$ cat config.mk
export PLATFORM = sky130hd
export DESIGN_NAME = pc_sequencer
export DESIGN_NICKNAME = d
export VERILOG_FILES = /design/src/rtl/pc_sequencer_pkg.sv /design/src/rtl/pc_sequencer_ras_stack.sv /design/src/rtl/pc_sequencer.sv
export SDC_FILE = /design/constraint.sdc
export NUM_CORES = 1
export LEC_CHECK = 0
export ABC_AREA = 0
export BUFFER_PORTS_ARGS = -buffer_cell sky130_fd_sc_hd__buf_2
export CORE_MARGIN = 2
export CORE_UTILIZATION = 38
export DETAILED_ROUTE_END_ITERATION = 8
export HOLD_SLACK_MARGIN = 0.06
export PLACE_DENSITY = 0.61
export SLEW_MARGIN = 15
export SYNTH_ARGS = -nofsm -noshare
export SYNTH_HDL_FRONTEND = slang
export SYNTH_SLANG_ARGS = --single-unit
$ cat constraint.sdc
create_clock -name clk -period 3.2 [get_ports clk]
set_input_delay 0 -clock clk [delete_from_list [all_inputs] [get_ports clk]]
set_output_delay 0 -clock clk [all_outputs]
set_load 0.1 [all_outputs]
$ cat src/rtl/pc_sequencer_pkg.sv
// pc_sequencer_pkg: shared definitions for the PC sequencing unit.
// Holds the branch-condition encoding, the sequencer FSM state type and
// the condition-evaluation helper used by the top.
package pc_sequencer_pkg;

    typedef enum logic [1:0] {
        kCOND_ALWAYS = 2'b00,
        kCOND_EQ     = 2'b01,
        kCOND_LT     = 2'b10,
        kCOND_GT     = 2'b11
    } cond_sel_t;

    typedef enum logic [1:0] {
        IDLE   = 2'b00,
        RUN    = 2'b01,
        HALTED = 2'b10
    } seq_state_t;

    // Evaluates a branch condition against the flags latched by the last CMP.
    function automatic logic cond_true(input cond_sel_t sel,
                                       input logic lt, input logic eq, input logic gt);
        case (sel)
            kCOND_ALWAYS: cond_true = 1'b1;
            kCOND_EQ:     cond_true = eq;
            kCOND_LT:     cond_true = lt;
            kCOND_GT:     cond_true = gt;
            default:      cond_true = 1'b0;
        endcase
    endfunction

endpackage

$ cat src/rtl/pc_sequencer_ras_stack.sv
// pc_sequencer_ras_stack: return-address stack for CALL/RET.
// LIFO of RAS_DEPTH entries; the caller guarantees push only when not full
// and pop only when not empty. clear empties the stack synchronously.
module ras_stack #(
    parameter int PC_WIDTH  = 12,
    parameter int RAS_DEPTH = 4
) (
    input  logic                clk,
    input  logic                reset_n,
    input  logic                clear,
    input  logic                push,
    input  logic                pop,
    input  logic [PC_WIDTH-1:0] push_data,
    output logic [PC_WIDTH-1:0] top,
    output logic                empty,
    output logic                full
);
    import pc_sequencer_pkg::*;

    localparam int PTR_W = $clog2(RAS_DEPTH);

    logic [PTR_W:0]        cnt;
    logic [PTR_W-1:0]      wr_idx;
    logic [PTR_W-1:0]      top_idx;
    logic [PC_WIDTH-1:0]   mem [RAS_DEPTH];

    // Depth is a power of two, so the low pointer bits index the entry array directly.
    assign wr_idx  = cnt[PTR_W-1:0];
    assign top_idx = cnt[PTR_W-1:0] - PTR_W'(1);
    assign empty   = (cnt == '0);
    assign full    = (cnt == (PTR_W+1)'(RAS_DEPTH));
    assign top     = mem[top_idx];

    // Occupancy counter: the only control state of the stack.
    always_ff @(posedge clk or negedge reset_n) begin
        if (!reset_n) begin
            cnt <= '0;
        end else if (clear) begin
            cnt <= '0;
        end else if (push) begin
            cnt <= cnt + (PTR_W+1)'(1);
        end else if (pop) begin
            cnt <= cnt - (PTR_W+1)'(1);
        end
    end

    // Entry storage; contents are meaningless while below the pointer, so no reset.
    always_ff @(posedge clk) begin
        if (push && !clear) begin
            mem[wr_idx] <= push_data;
        end
    end

endmodule

$ cat src/rtl/pc_sequencer.sv
// pc_sequencer: program counter, CMP flag latch, SET_REG bank prefixes,
// start/run/halt FSM and return-address stack for the core.
// Optional build macro PC_SEQ_PERF_CNT_EN adds 32-bit cycle and retire
// counters; without it cycle_cnt/retire_cnt are constant zero.
module pc_sequencer
    import pc_sequencer_pkg::*;
#(
    parameter int PC_WIDTH  = 12,
    parameter int OFF_WIDTH = 4,
    parameter int BANK_W    = 2,
    parameter int RAS_DEPTH = 4,
    parameter int RESET_PC  = 0
) (
    input  logic                 clk,
    input  logic                 reset_n,
    input  logic                 start,
    input  logic                 stall,
    input  logic                 halt_en,
    input  logic                 cmp_en,
    input  logic                 lt_in,
    input  logic                 eq_in,
    input  logic                 gt_in,
    input  logic [1:0]           cond_sel,
    input  logic                 rel_branch_en,
    input  logic [OFF_WIDTH-1:0] rel_offset,
    input  logic                 abs_branch_en,
    input  logic [PC_WIDTH-1:0]  abs_target,
    input  logic                 call_en,
    input  logic                 ret_en,
    input  logic                 bank_set_en,
    input  logic [BANK_W-1:0]    bank_dest_in,
    input  logic [BANK_W-1:0]    bank_src_in,
    output logic [PC_WIDTH-1:0]  current_pc,
    output logic                 lt_q,
    output logic                 eq_q,
    output logic                 gt_q,
    output logic [BANK_W-1:0]    bank_dest,
    output logic [BANK_W-1:0]    bank_src,
    output logic                 busy,
    output logic                 done,
    output logic                 ras_err,
    output logic [31:0]          cycle_cnt,
    output logic [31:0]          retire_cnt
);

    localparam logic [PC_WIDTH-1:0] PC_INIT = PC_WIDTH'(RESET_PC);

    // Sign-extends a relative branch offset to the PC width.
    function automatic logic [PC_WIDTH-1:0] sign_ext(input logic signed [OFF_WIDTH-1:0] off);
        logic signed [PC_WIDTH-1:0] ext;
        ext = PC_WIDTH'(off);
        sign_ext = ext;
    endfunction

    seq_state_t           state;
    logic                 retire;
    logic                 start_ok;
    logic                 cond_ok;
    logic [PC_WIDTH-1:0]  pc_inc;
    logic [PC_WIDTH-1:0]  pc_nxt;
    logic                 ras_err_set;
    logic                 ras_push;
    logic                 ras_pop;
    logic [PC_WIDTH-1:0]  ras_top;
    logic                 ras_empty;
    logic                 ras_full;

    assign retire   = (state == RUN) && !stall;
    assign start_ok = start && (state != RUN);
    assign cond_ok  = cond_true(cond_sel_t'(cond_sel), lt_q, eq_q, gt_q);
    assign pc_inc   = current_pc + PC_WIDTH'(1);

    // Stack moves only on a retiring RET/CALL that wins priority and is legal.
    assign ras_pop  = retire && !halt_en && ret_en && !ras_empty;
    assign ras_push = retire && !halt_en && !ret_en && call_en && !ras_full;

    ras_stack #(
        .PC_WIDTH  (PC_WIDTH),
        .RAS_DEPTH (RAS_DEPTH)
    ) u_ras (
        .clk       (clk),
        .reset_n   (reset_n),
        .clear     (start_ok),
        .push      (ras_push),
        .pop       (ras_pop),
        .push_data (pc_inc),
        .top       (ras_top),
        .empty     (ras_empty),
        .full      (ras_full)
    );

    // Next-PC selection in decode priority order: halt, ret, call, abs, rel, sequential.
    always_comb begin
        pc_nxt      = pc_inc;
        ras_err_set = 1'b0;
        if (halt_en) begin
            pc_nxt = current_pc;
        end else if (ret_en) begin
            if (ras_empty) begin
                ras_err_set = 1'b1;
            end else begin
                pc_nxt = ras_top;
            end
        end else if (call_en) begin
            pc_nxt = abs_target;
            if (ras_full) begin
                ras_err_set = 1'b1;
            end
        end else if (abs_branch_en && cond_ok) begin
            pc_nxt = abs_target;
        end else if (rel_branch_en && cond_ok) begin
            pc_nxt = current_pc + sign_ext(rel_offset);
        end
    end

    // Sequencer FSM with registered PC, flags, bank prefixes and status outputs.
    always_ff @(posedge clk or negedge reset_n) begin
        if (!reset_n) begin
            state      <= IDLE;
            current_pc <= PC_INIT;
            lt_q       <= 1'b0;
            eq_q       <= 1'b0;
            gt_q       <= 1'b0;
            bank_dest  <= '0;
            bank_src   <= '0;
            busy       <= 1'b0;
            done       <= 1'b0;
            ras_err    <= 1'b0;
        end else begin
            case (state)
                IDLE, HALTED: begin
                    if (start) begin
                        state      <= RUN;
                        current_pc <= PC_INIT;
                        lt_q       <= 1'b0;
                        eq_q       <= 1'b0;
                        gt_q       <= 1'b0;
                        bank_dest  <= '0;
                        bank_src   <= '0;
                        busy       <= 1'b1;
                        done       <= 1'b0;
                    end
                end
                RUN: begin
                    if (!stall) begin
                        if (halt_en) begin
                            state     <= HALTED;
                            busy      <= 1'b0;
                            done      <= 1'b1;
                            lt_q      <= 1'b0;
                            eq_q      <= 1'b0;
                            gt_q      <= 1'b0;
                            bank_dest <= '0;
                            bank_src  <= '0;
                        end else begin
                            current_pc <= pc_nxt;
                            lt_q       <= cmp_en & lt_in;
                            eq_q       <= cmp_en & eq_in;
                            gt_q       <= cmp_en & gt_in;
                            bank_dest  <= bank_set_en ? bank_dest_in : '0;
                            bank_src   <= bank_set_en ? bank_src_in  : '0;
                            if (ras_err_set) begin
                                ras_err <= 1'b1;
                            end
                        end
                    end
                end
                default: begin
                    state <= IDLE;
                    busy  <= 1'b0;
                    done  <= 1'b0;
                end
            endcase
        end
    end

`ifdef PC_SEQ_PERF_CNT_EN
    logic [31:0] cycle_q;
    logic [31:0] retire_q;

    // Free-running performance counters, restarted with each program launch.
    always_ff @(posedge clk or negedge reset_n) begin
        if (!reset_n) begin
            cycle_q  <= '0;
            retire_q <= '0;
        end else if (start_ok) begin
            cycle_q  <= '0;
            retire_q <= '0;
        end else begin
            if (state == RUN) begin
                cycle_q <= cycle_q + 32'd1;
            end
            if (retire) begin
                retire_q <= retire_q + 32'd1;
            end
        end
    end

    assign cycle_cnt  = cycle_q;
    assign retire_cnt = retire_q;
`else
    assign cycle_cnt  = '0;
    assign retire_cnt = '0;
`endif

endmodule

# ---- After elaboration in Yosys (flattened, before gate mapping)
# Memory sizes are Yosys's and may differ from the RTL's.
# Cells that the tools add are included.
dict set report word_totals {
  regBits 27
  ram_bits 48
  input_bits 36
  word_cells 110
  n_memories 1
}
# name depth word_bits read_ports rd_ports_with_merged_regs write_ports line
set memory_table {}
lappend memory_table {u_ras.mem 4 12 1 0 1 pc_sequencer_ras_stack.sv:25} ;# logic [PC_WIDTH-1:0] mem [RAS_DEPTH];
dict set report classes {
  n_addsub 5
  eq_ne 11
  muxes 50
  n_bitwise 5
  n_reduce_logical 27
}
# operator count
set op_table {}
lappend op_table {{two-way mux 12 bit} 8}
lappend op_table {{case mux 12 bit (2 select lines)} 1}
lappend op_table {{two-way mux 2 bit} 10}
lappend op_table {{two-way mux 1 bit} 19}
lappend op_table {{adder 12 x 1 -> 12 bit (second input constant)} 1}
lappend op_table {{adder 12 bit} 1}
lappend op_table {{case mux 2 bit (2 select lines)} 3}
lappend op_table {{logical AND 1 bit} 11}
lappend op_table {{case mux 1 bit (2 select lines)} 5}
lappend op_table {{two-way mux 3 bit} 3}
lappend op_table {{!= test 2 bit (second input constant)} 4}
lappend op_table {{AND reduction 4 bit} 2}
lappend op_table {{== test 2 bit (second input constant)} 3}
lappend op_table {{zero test 1 bit} 6}
lappend op_table {{AND reduction 3 bit} 2}
lappend op_table {{== test 2 x 1 -> 1 bit (second input constant)} 2}
lappend op_table {{zero test 2 bit} 2}
lappend op_table {{case mux 1 bit (4 select lines)} 1}
lappend op_table {{adder 3 x 1 -> 3 bit (second input constant)} 1}
lappend op_table {{bitwise AND 1 bit} 3}
lappend op_table {{== test 3 bit (second input constant)} 1}
lappend op_table {{zero test 3 bit} 1}
lappend op_table {{nonzero test 3 bit} 1}
lappend op_table {{subtractor 3 x 1 -> 3 bit (second input constant)} 1}
lappend op_table {{other kinds (5)} 6}

# ---- Depth between registers and ports, before layout
dict set report logic_depth {
  ltp_word 10
  ltp_mapped 12
}

# ---- Modules after synthesis
# Synthesis repeated with hierarchy kept, for this count alone.
dict set report hier_totals {
  cells_unflattened 413
  area_unflattened_um2 4698.3
}
# module n_inst cells_each area_each_um2 seq_area_each_um2
set by_module_without_submodules {}
lappend by_module_without_submodules {pc_sequencer 1 324 2700.1 575.6}
lappend by_module_without_submodules {ras_stack 1 89 1998.2 1516.5}

# ---- Least setup slack after synthesis
# OpenSTA, ideal clock, no wires.
dict set report synth_path {
  kind {flip-flop to flip-flop}
  start {register current_pc[0]}
  end {register current_pc[10]}
  setup_time_ps 124
  t_arrival_ps 2702
  required_time_ps 3076
  slack_ps 374
  path_stages_with_launch 9
  path_buffers 0
  path_cell_list {dfrtp_1 > ha_1 > fa_1 > a211oi_1 > o21bai_1 > a21oi_1 > o221ai_1 > xor2_1 > a211o_1}
}
dict set report synth_via {
  elab_chain_cells 8
}
# element line
set synth_lines {}
lappend synth_lines {{start: declaration} pc_sequencer.sv:33} ;# output logic [PC_WIDTH-1:0] current_pc,
lappend synth_lines {{start signal: assignment} pc_sequencer.sv:156} ;# current_pc <= pc_nxt;
lappend synth_lines {{adder 12 x 1 -> 12 bit / adder 12 bit (equally long branches)} {pc_sequencer.sv:71, pc_sequencer.sv:112}}
lappend synth_lines {{two-way mux 12 bit} pc_sequencer.sv:111} ;# end else if (rel_branch_en && cond_ok) begin
lappend synth_lines {{two-way mux 12 bit} pc_sequencer.sv:109} ;# end else if (abs_branch_en && cond_ok) begin
lappend synth_lines {{two-way mux 12 bit} pc_sequencer.sv:104} ;# end else if (call_en) begin
lappend synth_lines {{two-way mux 12 bit (*)} pc_sequencer.sv:98} ;# end else if (ret_en) begin
lappend synth_lines {{two-way mux 12 bit (*)} pc_sequencer.sv:146} ;# if (halt_en) begin
lappend synth_lines {{two-way mux 12 bit (*)} pc_sequencer.sv:145} ;# if (!stall) begin
lappend synth_lines {{case mux 12 bit (2 select lines) (*)} pc_sequencer.sv:130} ;# case (state)
# Mark *: on every way between the ends. The rest lies on a longest branch, timed or not. The select of a mux whose other input is x is not followed.
# A chain may end at the register's enable or synchronous reset.

# ---- Final worst setup path
# Same ends and word-level chain as after synthesis.

==> results.sh <==
export IMPL_ir_drop_mv=0.580
export IMPL_final_common_cell="conb_1"
export IMPL_timing_setup_critical_path_class="reg2reg"
export IMPL_layout_nets=550
export IMPL_htreeDepth=3
export IMPL_crit_arrival_ns=2.72
export IMPL_syn_inst=422
export IMPL_die_area_mm2=0.0131
export IMPL_path_cells="ha_1, fa_1, a211oi_1, o21bai_1, a21oi_1, o221ai_1, xor2_1, a211o_1"
export IMPL_fin_hold_ws_ns=0.0602
export IMPL_rsz0062_at_grt="no"
export IMPL_dp_hpwl_um=8010
export IMPL_grt_usage_pct=17.3
export IMPL_vias=3425
export IMPL_synth_seq_area_share_pct=45.7
export IMPL_die_w_um=114
export IMPL_ys_warnings_count=0
export IMPL_ys_dominant_reg_cell="edfxtp_1"
export IMPL_worstPathMaxFanout=9
export IMPL_async_reset_ff_share_pct=36.0
export IMPL_initial_utilization_pct=38.7
export IMPL_setup_violations=0
export IMPL_drcViolationCount=0
export IMPL_p_clk_share_pct=23.3
export IMPL_clk_path_buf_depth=2
export IMPL_seq_power_share_pct=28.6
export IMPL_viasPerCell=5.29
export IMPL_met3_usage_pct=4.13
export IMPL_row_count=40
export IMPL_max_freq_mhz=400
export IMPL_firstDrtPassIters=5
export IMPL_fp_coreArea_mm2=0.0120
export IMPL_grt_pass1_vias=3391
export IMPL_antenna_found_initial=0
export IMPL_path_clk_slew_ns=0.06
export IMPL_insertion_delay_ns=0.33
export IMPL_wl_per_cell_um=16.9
export IMPL_avgSynthCellArea_um2=11.0
export IMPL_pin_count=122
export IMPL_drt_iter0_markers=272
export IMPL_grt_max_degree=28
export IMPL_dieHeight_um=114
export IMPL_r2r_slack_ns=0.70
export IMPL_use_met2_pct=29.1
export IMPL_end_kind="flop"
export IMPL_critical_path_max_stage_delay_ns=0.49
export IMPL_cts_tree="done"
export IMPL_layout_drive_gt1_share_pct=19.2
export IMPL_hold_class="in2reg"
export IMPL_required_ns=3.42
export IMPL_grt_busiest_layer="met2"
export IMPL_gp_congestion=0.884
export IMPL_ant_nets=0
export IMPL_num_antenna_cells=0
export IMPL_fill_cells=1137
export IMPL_synth_enable_flop_cells=48
export IMPL_area_growth_syn_to_layout_pct=14.9
export IMPL_power_frac_comb_pct=48.1
export IMPL_slowest_stage="dfrtp_1"
export IMPL_finalCritPeriodShare_pct=78.2
export IMPL_hold_viol=0
export IMPL_portBuffers=57
export IMPL_worst_setup_path_start_kind="flop"
export IMPL_p_leak_nw=2.25
export IMPL_netlist_area_mm2=0.00463
export IMPL_slew_headroom_pct=47.0
export IMPL_cts_resized=0
export IMPL_switchingPower_mw=2.29
export IMPL_min_period_ns=2.50
export IMPL_grt_use_met1_pct=22.8
export IMPL_numCtsBuffers=9
export IMPL_outcome="finished, final reports clean"
export IMPL_p_sw_share_pct=48.0
export IMPL_synthDistinctLibCells=61
export IMPL_wl_um=10900
export IMPL_power_per_cell_area_mw_per_mm2=897
export IMPL_grt_pass1_wl_um=17300
export IMPL_grt_overflow_total=0
export IMPL_tightest_slew_ns=0.785
export IMPL_cts_num_sinks=75
export IMPL_synth_seq_cells=75
export IMPL_cap_violations=0
export IMPL_skew_ns=0.00594
export IMPL_cts_root_buf="clkbuf_16"
export IMPL_fin_setup_tns_ns=0
export IMPL_drv_slew=0
export IMPL_intPower_mw=2.48
export IMPL_final_cell_mix="conb_1 (64), buf_2 (57), edfxtp_1 (48)"
[worst paths after layout]
path                            cells after the start        endpoint          start
worst max-delay path                                8  current_pc[10]  current_pc[0]
worst min-delay path                                4   current_pc[2]  abs_target[2]
worst max register to register                      8  current_pc[10]  current_pc[0]
worst min register to register                      1         ras_err        ras_err
max in group asynchronous                           2   current_pc[6]        reset_n
min in group asynchronous                           2         ras_err        reset_n
[layout make-up]
| type | instances | area (µm²) | share of cell area (%) |
|---|---|---|---|
| clock buffers | 9 | 225 | 4.23 |
| clock inverters | 7 | 100 | 1.88 |
| inverters | 13 | 48.8 | 0.917 |
| multi-input cells | 320 | 2170 | 40.7 |
| flip-flops and latches | 75 | 2120 | 39.8 |
| well taps | 147 | 184 | 3.46 |
| repair buffers | 77 | 478 | 8.98 |
[routing by layer]
metal	part of all wire, %	up-vias	wire [µm]
li1	-	1583	-
met1	44	1664	4840
met2	48	166	5240
met3	6.8	12	742
met4	0.92	0	101
met5	0	-	0
[worst max-delay path, delay by kind of cell (launching register included)]
| family | cells | cell delay, ns |
|---|---|---|
| flops | 1 | 0.49 |
| compound gates | 5 | 1.01 |
| xor+xnor | 1 | 0.17 |
| fa+ha+maj | 2 | 0.72 |
[power groups by stage]
stage | clock, mW | combinational [mW] | sequential, mW
after CTS | 1.12 | 2.30 | 1.36
final | 1.11 | 2.29 | 1.37
after detailed placement | 0 | 2.27 | 1.38
after global placement | 0 | 2.25 | 1.38
after global routing | 1.17 | 2.45 | 1.39
after floorplan | 0 | 1.37 | 1.91
[cells by family (layout without fill, tap and decap cells)]
group	after synthesis	in the layout	synth area share (%)
AND/OR/NAND/NOR	102	102	10.9
AO/OA/AOI/OAI	102	102	15.2
flip-flops	75	75	45.7
buffers and inverters	90	106	12.7
XOR/XNOR	18	18	3.41
multiplexers	16	16	6.73
adder cells (fa/ha/maj)	18	18	5.19
other	1	64	0.0810
[cells in the mapped netlist, types with 3 or more instances]
cell type,number,area [µm²]
a21o_1,3,22.5
and2_1,5,31.3
nand2_1,36,135
clkbuf_1,5,18.8
o21ai_1,6,30.0
o21a_1,3,22.5
buf_4,64,480
a22o_1,7,61.3
a22oi_1,3,22.5
a31oi_1,3,18.8
nand3b_1,3,22.5
ha_1,16,200
nand3_1,12,60.1
a211oi_1,5,37.5
o211ai_1,7,52.6
nor3_1,6,30.0
a32o_1,3,30.0
inv_1,13,48.8
o31ai_1,4,30.0
a21oi_1,18,90.1
xor2_1,8,70.1
buf_2,7,35.0
or3_1,3,18.8
nor4b_1,3,26.3
edfxtp_1,48,1440
nor2_1,21,78.8
o21ai_0,19,95.1
mux4_2,12,270
mux2i_1,3,30.0
xnor2_1,10,87.6
dfrtp_1,27,676
[per-stage QoR]
step / power (mW) / instances / util (%) / worst slack [ns] / area, µm²
final: 4.77 / 648 / 44.5 / 0.698 / 5320
after global routing: 5.01 / 648 / 44.5 / 0.474 / 5320
after CTS: 4.78 / 648 / 44.5 / 0.709 / 5320
after detailed placement: 3.66 / 615 / 40.3 / 0.730 / 4830
after global placement: 3.63 / 615 / 40.3 / 0.787 / 4830
after floorplan: 3.28 / 485 / - / 0.374 / 4870
[registers in the layout, summed over array words and instances (netlist names)]
register	count
u_ras.cnt	3
state	2
bank_src	2
eq_q	1
ras_err	1
current_pc	12
u_ras.mem	48
done	1
lt_q	1
busy	1
bank_dest	2
gt_q	1
[what timing repair did]
item / in CTS / in global routing
hold endpoints to repair: 44 / 0
setup buffers: 0 / 0
hold buffers: 17 / 0
Note: power is estimated with default switching activity, not from simulation.
